===== config.mk =====
export PLATFORM = sky130hd
export DESIGN_NAME = sipo_rx_ctrl
export DESIGN_NICKNAME = d
export VERILOG_FILES = /design/src/rtl/sipo_ctrl_pkg.sv /design/src/rtl/sipo_shift_reg.sv /design/src/rtl/sipo_rx_ctrl.sv
export SDC_FILE = /design/constraint.sdc
export NUM_CORES = 1
export LEC_CHECK = 0
export CAP_MARGIN = 15
export CORE_MARGIN = 3
export CORE_UTILIZATION = 56
export DETAILED_ROUTE_END_ITERATION = 16
export GPL_TIMING_DRIVEN = 0
export HOLD_SLACK_MARGIN = 0.12
export PLACE_DENSITY = 0.82
export RECOVER_POWER = 50
export REMOVE_ABC_BUFFERS = 1
export SKIP_CTS_REPAIR_TIMING = 1
export SYNTH_ARGS = -nofsm -noshare
export SYNTH_HDL_FRONTEND = slang
export SYNTH_SLANG_ARGS = --single-unit

===== constraint.sdc =====
create_clock -name clk -period 4.5 [get_ports clk]
set_clock_uncertainty 0.2 [all_clocks]
set_input_delay 0.9 -clock clk [delete_from_list [all_inputs] [get_ports clk]]
set_output_delay 0.9 -clock clk [all_outputs]
set_load 0.005 [all_outputs]

===== src/rtl/sipo_ctrl_pkg.sv =====
// Shared types and constants for the serial-in/parallel-out frame controller.
package sipo_ctrl_pkg;

  localparam int unsigned STATE_W         = 2;
  localparam int unsigned DEFAULT_TIMEOUT = 16;

  typedef enum logic [STATE_W-1:0] {
    IDLE,
    SHIFT,
    HOLD,
    PARITY
  } state_t;

endpackage


===== src/rtl/sipo_shift_reg.sv =====
// WIDTH-bit serial-in/parallel-out shift register, MSB-first, async clear.
module sipo_shift_reg #(
  parameter int unsigned WIDTH = 8
) (
  input  logic             clk,
  input  logic             rst,
  input  logic             shift_en,
  input  logic             din,
  output logic [WIDTH-1:0] q
);

  always_ff @(posedge clk or posedge rst) begin
    if (rst) begin
      q <= '0;
    end else if (shift_en) begin
      q <= {q[WIDTH-2:0], din};
    end
  end

endmodule


===== src/rtl/sipo_rx_ctrl.sv =====
// Frame controller: captures one WIDTH-bit serial word, aborts stalled frames,
// presents the word on a valid/ready handshake. Define PARITY_EN for an even-parity bit.
module sipo_rx_ctrl
  import sipo_ctrl_pkg::*;
#(
  parameter int unsigned WIDTH   = 8,
  parameter int unsigned TIMEOUT = DEFAULT_TIMEOUT
) (
  input  logic             clk,
  input  logic             rst,
  input  logic             start,
  input  logic             bit_valid,
  input  logic             bit_in,
  output logic             out_valid,
  input  logic             out_ready,
  output logic [WIDTH-1:0] out_data,
  output logic             busy,
  output logic             overrun,
  output logic             timeout_err,
  output logic             parity_err
);

  localparam int unsigned CNT_W = $clog2(WIDTH + 1);
  localparam int unsigned GAP_W = $clog2(TIMEOUT);
  localparam logic [CNT_W-1:0] LAST_BIT = CNT_W'(WIDTH - 1);
  localparam logic [GAP_W-1:0] GAP_MAX  = GAP_W'(TIMEOUT - 1);

  state_t             state, state_n;
  logic [CNT_W-1:0]   cnt, cnt_n;
  logic [GAP_W-1:0]   gap, gap_n;
  logic [WIDTH-1:0]   shreg, next_word, out_data_n;
  logic               shift_en, gap_run;
  logic               out_valid_n, busy_n, overrun_n, timeout_n;
`ifdef PARITY_EN
  logic               parity_n;
`endif

  sipo_shift_reg #(.WIDTH(WIDTH)) u_shreg (
    .clk      (clk),
    .rst      (rst),
    .shift_en (shift_en),
    .din      (bit_in),
    .q        (shreg)
  );

  // Word as it will look after the current bit shifts in (drops the old MSB).
  assign next_word = WIDTH'({shreg, bit_in});

  always_comb begin
    state_n     = state;
    cnt_n       = cnt;
    gap_n       = gap;
    out_valid_n = out_valid;
    out_data_n  = out_data;
    overrun_n   = 1'b0;
    timeout_n   = 1'b0;
    shift_en    = 1'b0;
    gap_run     = 1'b0;
`ifdef PARITY_EN
    parity_n    = parity_err;
`endif
    case (state)
      IDLE: begin
        if (start) begin
          state_n  = SHIFT;
          gap_n    = '0;
          cnt_n    = CNT_W'(bit_valid);
          shift_en = bit_valid;
        end
      end
      SHIFT: begin
        if (bit_valid) begin
          shift_en = 1'b1;
          gap_n    = '0;
          cnt_n    = cnt + 1'b1;
          if (cnt == LAST_BIT) begin
`ifdef PARITY_EN
            state_n     = PARITY;
`else
            state_n     = HOLD;
            out_valid_n = 1'b1;
            out_data_n  = next_word;
`endif
          end
        end else begin
          gap_run = 1'b1;
        end
      end
`ifdef PARITY_EN
      PARITY: begin
        if (bit_valid) begin
          state_n     = HOLD;
          gap_n       = '0;
          out_valid_n = 1'b1;
          out_data_n  = shreg;
          parity_n    = (^shreg) ^ bit_in;
        end else begin
          gap_run = 1'b1;
        end
      end
`endif
      HOLD: begin
        if (bit_valid && !(out_ready && start)) begin
          overrun_n = 1'b1;
        end
        if (out_ready) begin
          out_valid_n = 1'b0;
          if (start) begin
            state_n  = SHIFT;
            gap_n    = '0;
            cnt_n    = CNT_W'(bit_valid);
            shift_en = bit_valid;
          end else begin
            state_n = IDLE;
          end
        end
      end
      default: state_n = IDLE;
    endcase

    if (gap_run) begin
      if (gap == GAP_MAX) begin
        state_n   = IDLE;
        timeout_n = 1'b1;
      end else begin
        gap_n = gap + 1'b1;
      end
    end

    busy_n = (state_n == SHIFT) || (state_n == PARITY);
  end

  always_ff @(posedge clk or posedge rst) begin
    if (rst) begin
      state       <= IDLE;
      cnt         <= '0;
      gap         <= '0;
      out_valid   <= 1'b0;
      out_data    <= '0;
      busy        <= 1'b0;
      overrun     <= 1'b0;
      timeout_err <= 1'b0;
`ifdef PARITY_EN
      parity_err  <= 1'b0;
`endif
    end else begin
      state       <= state_n;
      cnt         <= cnt_n;
      gap         <= gap_n;
      out_valid   <= out_valid_n;
      out_data    <= out_data_n;
      busy        <= busy_n;
      overrun     <= overrun_n;
      timeout_err <= timeout_n;
`ifdef PARITY_EN
      parity_err  <= parity_n;
`endif
    end
  end

`ifndef PARITY_EN
  assign parity_err = 1'b0;
`endif

endmodule


==> insert_results.sql, run 1 <==
INSERT INTO impl_metrics (metric_group, metric, value, unit) VALUES
('synthesis', 'synth_most_common_cell', 'dfrtp_1', ''),
('floorplanning', 'design.portCount', '19', ''),
('drt', 'num_vias', '887', ''),
('drt', 'first_drt_iteration_drcs', '19', ''),
('global_routing', 'grt_start_max_net_pins', '29', ''),
('status', 'run_status', 'finished clean', ''),
('global_routing', 'antenna_found_initial', '0', ''),
('cells_and_area', 'drive_above_1_share', '0.177', ''),
('synthesis', 'share_of_the_yosys_chip_area_belonging_to_registers', '0.551', ''),
('timing', 'final.setup.worst_slack', '1.86', 'ns'),
('drt', 'route.antenna.remaining_nets', '0', ''),
('clock_tree', 'cts_made_buffers', '3', ''),
('synthesis', 'synth_largest_type_area_fraction', '0.551', ''),
('drt', 'drc', '0', ''),
('synthesis', 'ys_seq_elements', '28', ''),
('synthesis', 'ys_async_sr_fraction', '1.00', ''),
('place', 'port_buffers', '17', ''),
('place', 'pre_cts_ws', '1.61', 'ns'),
('timing', 'timing.hold.ws', '0.326', 'ns'),
('clock_tree', 'deepest_clock_path_buffer_count', '2', ''),
('timing', 'fin_crit', '2.64', 'ns'),
('floorplanning', 'chip_height', '53.6', 'um'),
('timing', 'finalSetupViolations', '0', ''),
('critical_path', 'path_buf_inv', '1', ''),
('synthesis', 'post_synth_most_frequent_cells', 'dfrtp_1 (28), mux2_2 (15), o21ai_0 (10)', ''),
('clock_tree', 'library_cell_used_as_clock_root_buffer', 'clkbuf_4', ''),
('job', 'drv_cap', '0', ''),
('clock_tree', 'worstSkewPairLatency', '0.33', 'ns'),
('timing', 'final_max_slew_viols', '0', ''),
('global_routing', 'wire_length_of_the_first_global_routing_pass', '3.77', 'mm'),
('clock_tree', 'cts_tree', 'yes', ''),
('cells_and_area', 'final_net_count', '133', ''),
('place', 'place_hpwl', '1.55', 'mm'),
('floorplanning', 'placement_rows', '16', ''),
('critical_path', 'cpLargestDelayFamily', 'flip-flops', ''),
('timing', 'rsz0062_at_grt', 'no', ''),
('drt', 'drt_first_pass_iters', '4', ''),
('place', 'placed_instances', '146', ''),
('synthesis', 'syn-mean-instance-area', '12.0', 'sq um'),
('drt', 'routed_wire_length_per_instance', '14.8', 'um'),
('floorplanning', 'die_x', '53.6', 'um'),
('pwr', 'power_per_cell_area', '571', 'nW/um^2'),
('synthesis', 'synth.top_cells.by_area', 'dfrtp_1 (55%), mux2_2 (13%), o21ai_0 (3.9%)', ''),
('critical_path', 'critPathMaxFanout', '14', ''),
('critical_path', 'type_of_origin_of_the_critical_path', 'register', ''),
('pwr', 'worst_ir_drop_vdd', '0.437', 'mV'),
('drt', 'vias_per_cell', '5.87', ''),
('cells_and_area', 'syn_to_final_growth', '18.5', '%'),
('critical_path', 'setup.worst_path.end_class', 'output port', ''),
('drt', 'drt_wl_total', '2.24', 'mm'),
('synthesis', 'syn-instance-count', '106', ''),
('cells_and_area', 'layout.cells.non_filler', '151', ''),
('global_routing', 'grt_pass1_vias', '895', ''),
('timing', 'fmax', '0.379', 'GHz'),
('synthesis', 'number_of_flops_mapped_to_enable_cells_by_yosys', '0', ''),
('synthesis', 'synth_ff_type', 'dfrtp_1', ''),
('clock_tree', 'worst_setup_hold_path_clk_slew', '0.15', 'ns'),
('critical_path', 'critical_path_class', 'register to output port', ''),
('floorplanning', 'coreArea', '2060', 'sq um'),
('critical_path', 'worstPathArrival', '1.54', 'ns'),
('synthesis', 'yosysTopAreaCell', 'dfrtp_1', ''),
('pwr', 'leakage', '0.000674', 'uW'),
('clock_tree', 'cts_num_sinks', '28', ''),
('timing', 'tightestPinTransition', '1.31', 'ns'),
('global_routing', 'grt_overflow_total', '0', ''),
('clock_tree', 'htree_num_levels', '1', ''),
('critical_path', 'slowest_stage', 'dfrtp_1', ''),
('timing', 'hold_violation_count_in_the_final_report', '0', ''),
('floorplanning', 'area_of_the_die', '2880', 'sq um'),
('cells_and_area', 'final.fill_count', '146', ''),
('worst_hold_path', 'hp-class', 'register to register', ''),
('critical_path', 'path_cells', 'clkdlybuf4s50_1', ''),
('synthesis', 'synth_cell_type_count', '34', ''),
('synthesis', 'synthesis.yosys.warnings', '0', ''),
('timing', 'final.period_utilization', '0.587', ''),
('place', 'place.gp.congestion', '0.829', ''),
('synthesis', 'synthesis.area', '1270', 'sq um'),
('critical_path', 'slowest_delay', '0.63', 'ns'),
('floorplanning', 'floorplan.initialDensity', '0.617', ''),
('critical_path', 'worst_ep_required_time', '3.40', 'ns'),
('timing', 'slew_headroom', '0.125', ''),
('global_routing', 'global_route.usage.total', '0.184', ''),
('cells_and_area', 'n_antenna_cell', '0', ''),
('timing', 'fin_tns_setup', '0', 'ns');
## stage by stage
| stage | power (uW) | util | instance area [sq um] |
|---|---|---|---|
| floorplan | 580 | - | 1250 |
| global placement | 686 | 0.703 | 1450 |
| global route | 920 | 0.731 | 1510 |
| detailed placement | 698 | 0.703 | 1450 |
| finish | 860 | 0.731 | 1510 |
| CTS | 865 | 0.729 | 1500 |
## logic make-up (layout without fill, tap and decap cells)
family,count (synthesis),count (layout),synth area share
other cells,1,1,0.00295
compound gates,24,24,0.135
flops,28,28,0.551
simple gates,25,25,0.113
buf+inv,10,28,0.0374
mux,16,16,0.141
fa+ha+maj,2,2,0.0197
## area by class of cell
class	instances	area [sq um]	share of cell area
Inverter	6	22.5	0.0150
Timing Repair Buffer	18	174	0.115
Clock buffer	3	22.5	0.0150
Sequential cell	28	701	0.465
Tap cell	27	33.8	0.0224
Multi-Input combinational cell	68	523	0.347
Clock inverter	1	30.0	0.0199
## power by group
part	total [uW]	leakage [uW]	internal (uW)	switching [uW]
Combinational	278	0.000294	168	109
Sequential	417	0.000352	342	74.5
Clock	165	0.0000279	90.1	75.1
## sequential cells by signal, summed over array words and instances (netlist names)
| name | cells |
|---|---|
| overrun | 1 |
| cnt | 4 |
| u_shreg.q | 7 |
| out_valid | 1 |
| gap | 4 |
| out_data | 8 |
| state | 2 |
| timeout_err | 1 |
## layout by cell type (no fill, tap or decap), types with 3 or more instances in the layout
cell             synthesis  layout
dfrtp_1                 28      28
mux2_2                  15      15
clkdlybuf4s50_1          0      15
o21ai_0                 10      10
inv_1                    6       6
nor2_1                   4       4
nand3_1                  4       4
nand2b_1                 3       3
clkbuf_4                 0       3
## final timing paths
check | from | endpoint | slack [ns] | cells past startpoint
min in group asynchronous | rst | out_data[3]$_DFFE_PP0P_ | 0.67 | 2
worst min-delay path | out_data[0]$_DFFE_PP0P_ | out_data[0]$_DFFE_PP0P_ | 0.33 | 1
worst max-delay path | state[0]$_DFF_PP0_ | busy | 1.86 | 1
worst min register to register | out_data[0]$_DFFE_PP0P_ | out_data[0]$_DFFE_PP0P_ | 0.33 | 1
worst max register to register | state[0]$_DFF_PP0_ | u_shreg.q[1]$_DFFE_PP0P_ | 2.42 | 3
max in group asynchronous | rst | timeout_err$_DFF_PP0_ | 1.99 | 3
## layer usage
metal,wire length [um],vias to the layer above,global-route usage,share of wire
li1,-,416,-,-
met1,989,432,0.213,0.44
met2,1100,37,0.310,0.49
met3,138,2,0.0665,0.062
met4,17,0,0.0681,0.0076
met5,0,-,0,0
No activity file was read; power rests on OpenSTA's default activity.
==> run 2: changes to the inputs <==
- CORE_UTILIZATION: 56 -> 47
- PLACE_DENSITY: 0.82 -> 0.74
- clock period: 4.5 -> 2.4 ns (I/O delays scaled with it)
==> run 2 against run 1 <==
- non-clock buffer count decreased by 1
- sequential share of layout area unchanged
- global-route usage down 4.6 points
- first-iteration DRC count grew 11%
- clock-buffer cell count is the same
- worst hold slack got worse by 0.00071 ns
- critical endpoint unchanged
==> insert_results.sql, run 2 (synthesis gave the netlist of run 1 again) <==
INSERT INTO impl_metrics (metric_group, metric, value, unit) VALUES
('status', 'run_status', 'finished clean', ''),
('cells_and_area', 'drive_above_1_share', '0.179', ''),
('timing', 'final.period_utilization', '0.914', ''),
('floorplanning', 'chip_height', '58.0', 'um'),
('clock_tree', 'worst_setup_hold_path_clk_slew', '0.15', 'ns'),
('drt', 'drt_wl_total', '2.06', 'mm'),
('clock_tree', 'deepest_clock_path_buffer_count', '2', ''),
('timing', 'fmax', '0.456', 'GHz'),
('global_routing', 'global_route.usage.total', '0.138', ''),
('drt', 'first_drt_iteration_drcs', '21', ''),
('cells_and_area', 'final_net_count', '132', ''),
('drt', 'drc', '0', ''),
('global_routing', 'grt_pass1_vias', '825', ''),
('drt', 'vias_per_cell', '5.59', ''),
('clock_tree', 'worstSkewPairLatency', '0.32', 'ns'),
('pwr', 'p_seq_frac', '0.489', ''),
('floorplanning', 'design.portCount', '19', ''),
('global_routing', 'grt_start_max_net_pins', '29', ''),
('pwr', 'power.net_switching', '466', 'uW'),
('critical_path', 'critical_path_class', 'register to output port', ''),
('drt', 'route.antenna.remaining_nets', '0', ''),
('clock_tree', 'cts_tree', 'yes', ''),
('timing', 'finalSetupViolations', '0', ''),
('cells_and_area', 'most_used_cells_in_the_layout_excluding_fill_and_tap_cells', 'dfrtp_1 (28), clkdlybuf4s50_1 (16), mux2_2 (15)', ''),
('timing', 'timing.hold.ws', '0.326', 'ns'),
('place', 'port_buffers', '17', ''),
('critical_path', 'worstPathArrival', '1.51', 'ns'),
('timing', 'slew_headroom', '0.340', ''),
('clock_tree', 'library_cell_used_as_clock_root_buffer', 'clkbuf_4', ''),
('clock_tree', 'cts_num_sinks', '28', ''),
('clock_tree', 'htree_num_levels', '1', ''),
('cells_and_area', 'largest_register_ffs', '8', ''),
('critical_path', 'path_buf_inv', '1', ''),
('place', 'place_hpwl', '1.48', 'mm'),
('global_routing', 'wire_length_of_the_first_global_routing_pass', '3.68', 'mm'),
('cells_and_area', 'mostFrequentLayoutCell', 'dfrtp_1', ''),
('clock_tree', 'cts_made_buffers', '3', ''),
('floorplanning', 'floorplan.initialDensity', '0.504', ''),
('pwr', 'leakage', '0.000672', 'uW'),
('global_routing', 'antenna_found_initial', '0', ''),
('floorplanning', 'coreArea', '2520', 'sq um'),
('critical_path', 'type_of_origin_of_the_critical_path', 'register', ''),
('critical_path', 'setup.worst_path.end_class', 'output port', ''),
('job', 'drv_cap', '0', ''),
('drt', 'num_vias', '856', ''),
('timing', 'tightestPinTransition', '0.989', 'ns'),
('timing', 'fin_crit', '2.19', 'ns'),
('timing', 'hold_violation_count_in_the_final_report', '0', ''),
('pwr', 'p_comb_frac', '0.319', ''),
('pwr', 'internal-power', '1130', 'uW'),
('worst_hold_path', 'hp-class', 'register to register', ''),
('cells_and_area', 'top_register_by_number_of_flip_flops', 'out_data', ''),
('critical_path', 'worst_ep_required_time', '1.72', 'ns'),
('floorplanning', 'area_of_the_die', '3360', 'sq um'),
('floorplanning', 'placement_rows', '18', ''),
('drt', 'drt_first_pass_iters', '4', ''),
('pwr', 'p_clk_frac', '0.192', ''),
('pwr', 'power_per_cell_area', '1060', 'nW/um^2'),
('cells_and_area', 'biggestRegsByFlops', 'out_data: 8 flops, u_shreg.q: 7 flops', ''),
('floorplanning', 'die_x', '58.0', 'um'),
('pwr', 'worst_ir_drop_vdd', '0.730', 'mV'),
('timing', 'rsz0062_at_grt', 'no', ''),
('critical_path', 'cpLargestDelayFamily', 'flip-flops', ''),
('drt', 'routed_wire_length_per_instance', '13.4', 'um'),
('place', 'place.gp.congestion', '0.808', ''),
('critical_path', 'slowest_delay', '0.61', 'ns'),
('timing', 'final_max_slew_viols', '0', ''),
('pwr', 'switching_share', '0.293', ''),
('cells_and_area', 'syn_to_final_growth', '18.5', '%'),
('critical_path', 'critPathMaxFanout', '14', ''),
('critical_path', 'path_cells', 'clkdlybuf4s50_1', ''),
('critical_path', 'slowest_stage', 'dfrtp_1', ''),
('cells_and_area', 'n_antenna_cell', '0', ''),
('timing', 'fin_tns_setup', '0', 'ns'),
('global_routing', 'grt_overflow_total', '0', '');
run 2: path summary, 6_finish.rpt:
path	cells after the start	to	slack, ns	start
worst max-delay path	1	busy	0.21	state[0]$_DFF_PP0_
worst min-delay path	1	out_data[5]$_DFFE_PP0P_	0.33	out_data[5]$_DFFE_PP0P_
worst max register to register	3	u_shreg.q[3]$_DFFE_PP0P_	0.35	state[0]$_DFF_PP0_
worst min register to register	1	out_data[5]$_DFFE_PP0P_	0.33	out_data[5]$_DFFE_PP0P_
max in group asynchronous	2	cnt[0]$_DFFE_PP0P_	0.79	rst
min in group asynchronous	2	out_data[0]$_DFFE_PP0P_	0.62	rst
run 2: stage by stage:
stage / cell area (sq um) / total power (uW) / utilization / std cells / worst slack (ns)
global route: 1510 / 1710 / 0.597 / 153 / 0.121
global placement: 1450 / 1280 / 0.576 / 149 / -0.105
detailed placement: 1450 / 1300 / 0.576 / 149 / -0.0941
CTS: 1510 / 1610 / 0.597 / 153 / 0.210
finish: 1510 / 1590 / 0.597 / 153 / 0.207
floorplan: 1250 / 1090 / - / 102 / 0.550
run 2: metal layers:
metal | wire (um) | vias up | global-route usage
li1 | - | 419 | -
met1 | 1010 | 416 | 0.207
met2 | 925 | 19 | 0.205
met3 | 111 | 2 | 0.0245
met4 | 10 | 0 | 0.0397
met5 | 0 | - | 0
run 2: area by class of cell:
cell class              instances  area, sq um
fillers                       212         1020
flip-flops and latches         28          701
multi-input cells              68          523
repair buffers                 17          170
well taps                      30         37.5
clock inverters                 1         30.0
clock buffers                   3         22.5
inverters                       6         22.5
run 2: power by group through the flow:
stage / combinational (uW) / clock, uW / sequential (uW)
after global placement: 502 / 0 / 782
final: 508 / 305 / 778
after floorplan: 325 / 0 / 763
after detailed placement: 513 / 0 / 789
after global routing: 573 / 329 / 809
after CTS: 516 / 310 / 780
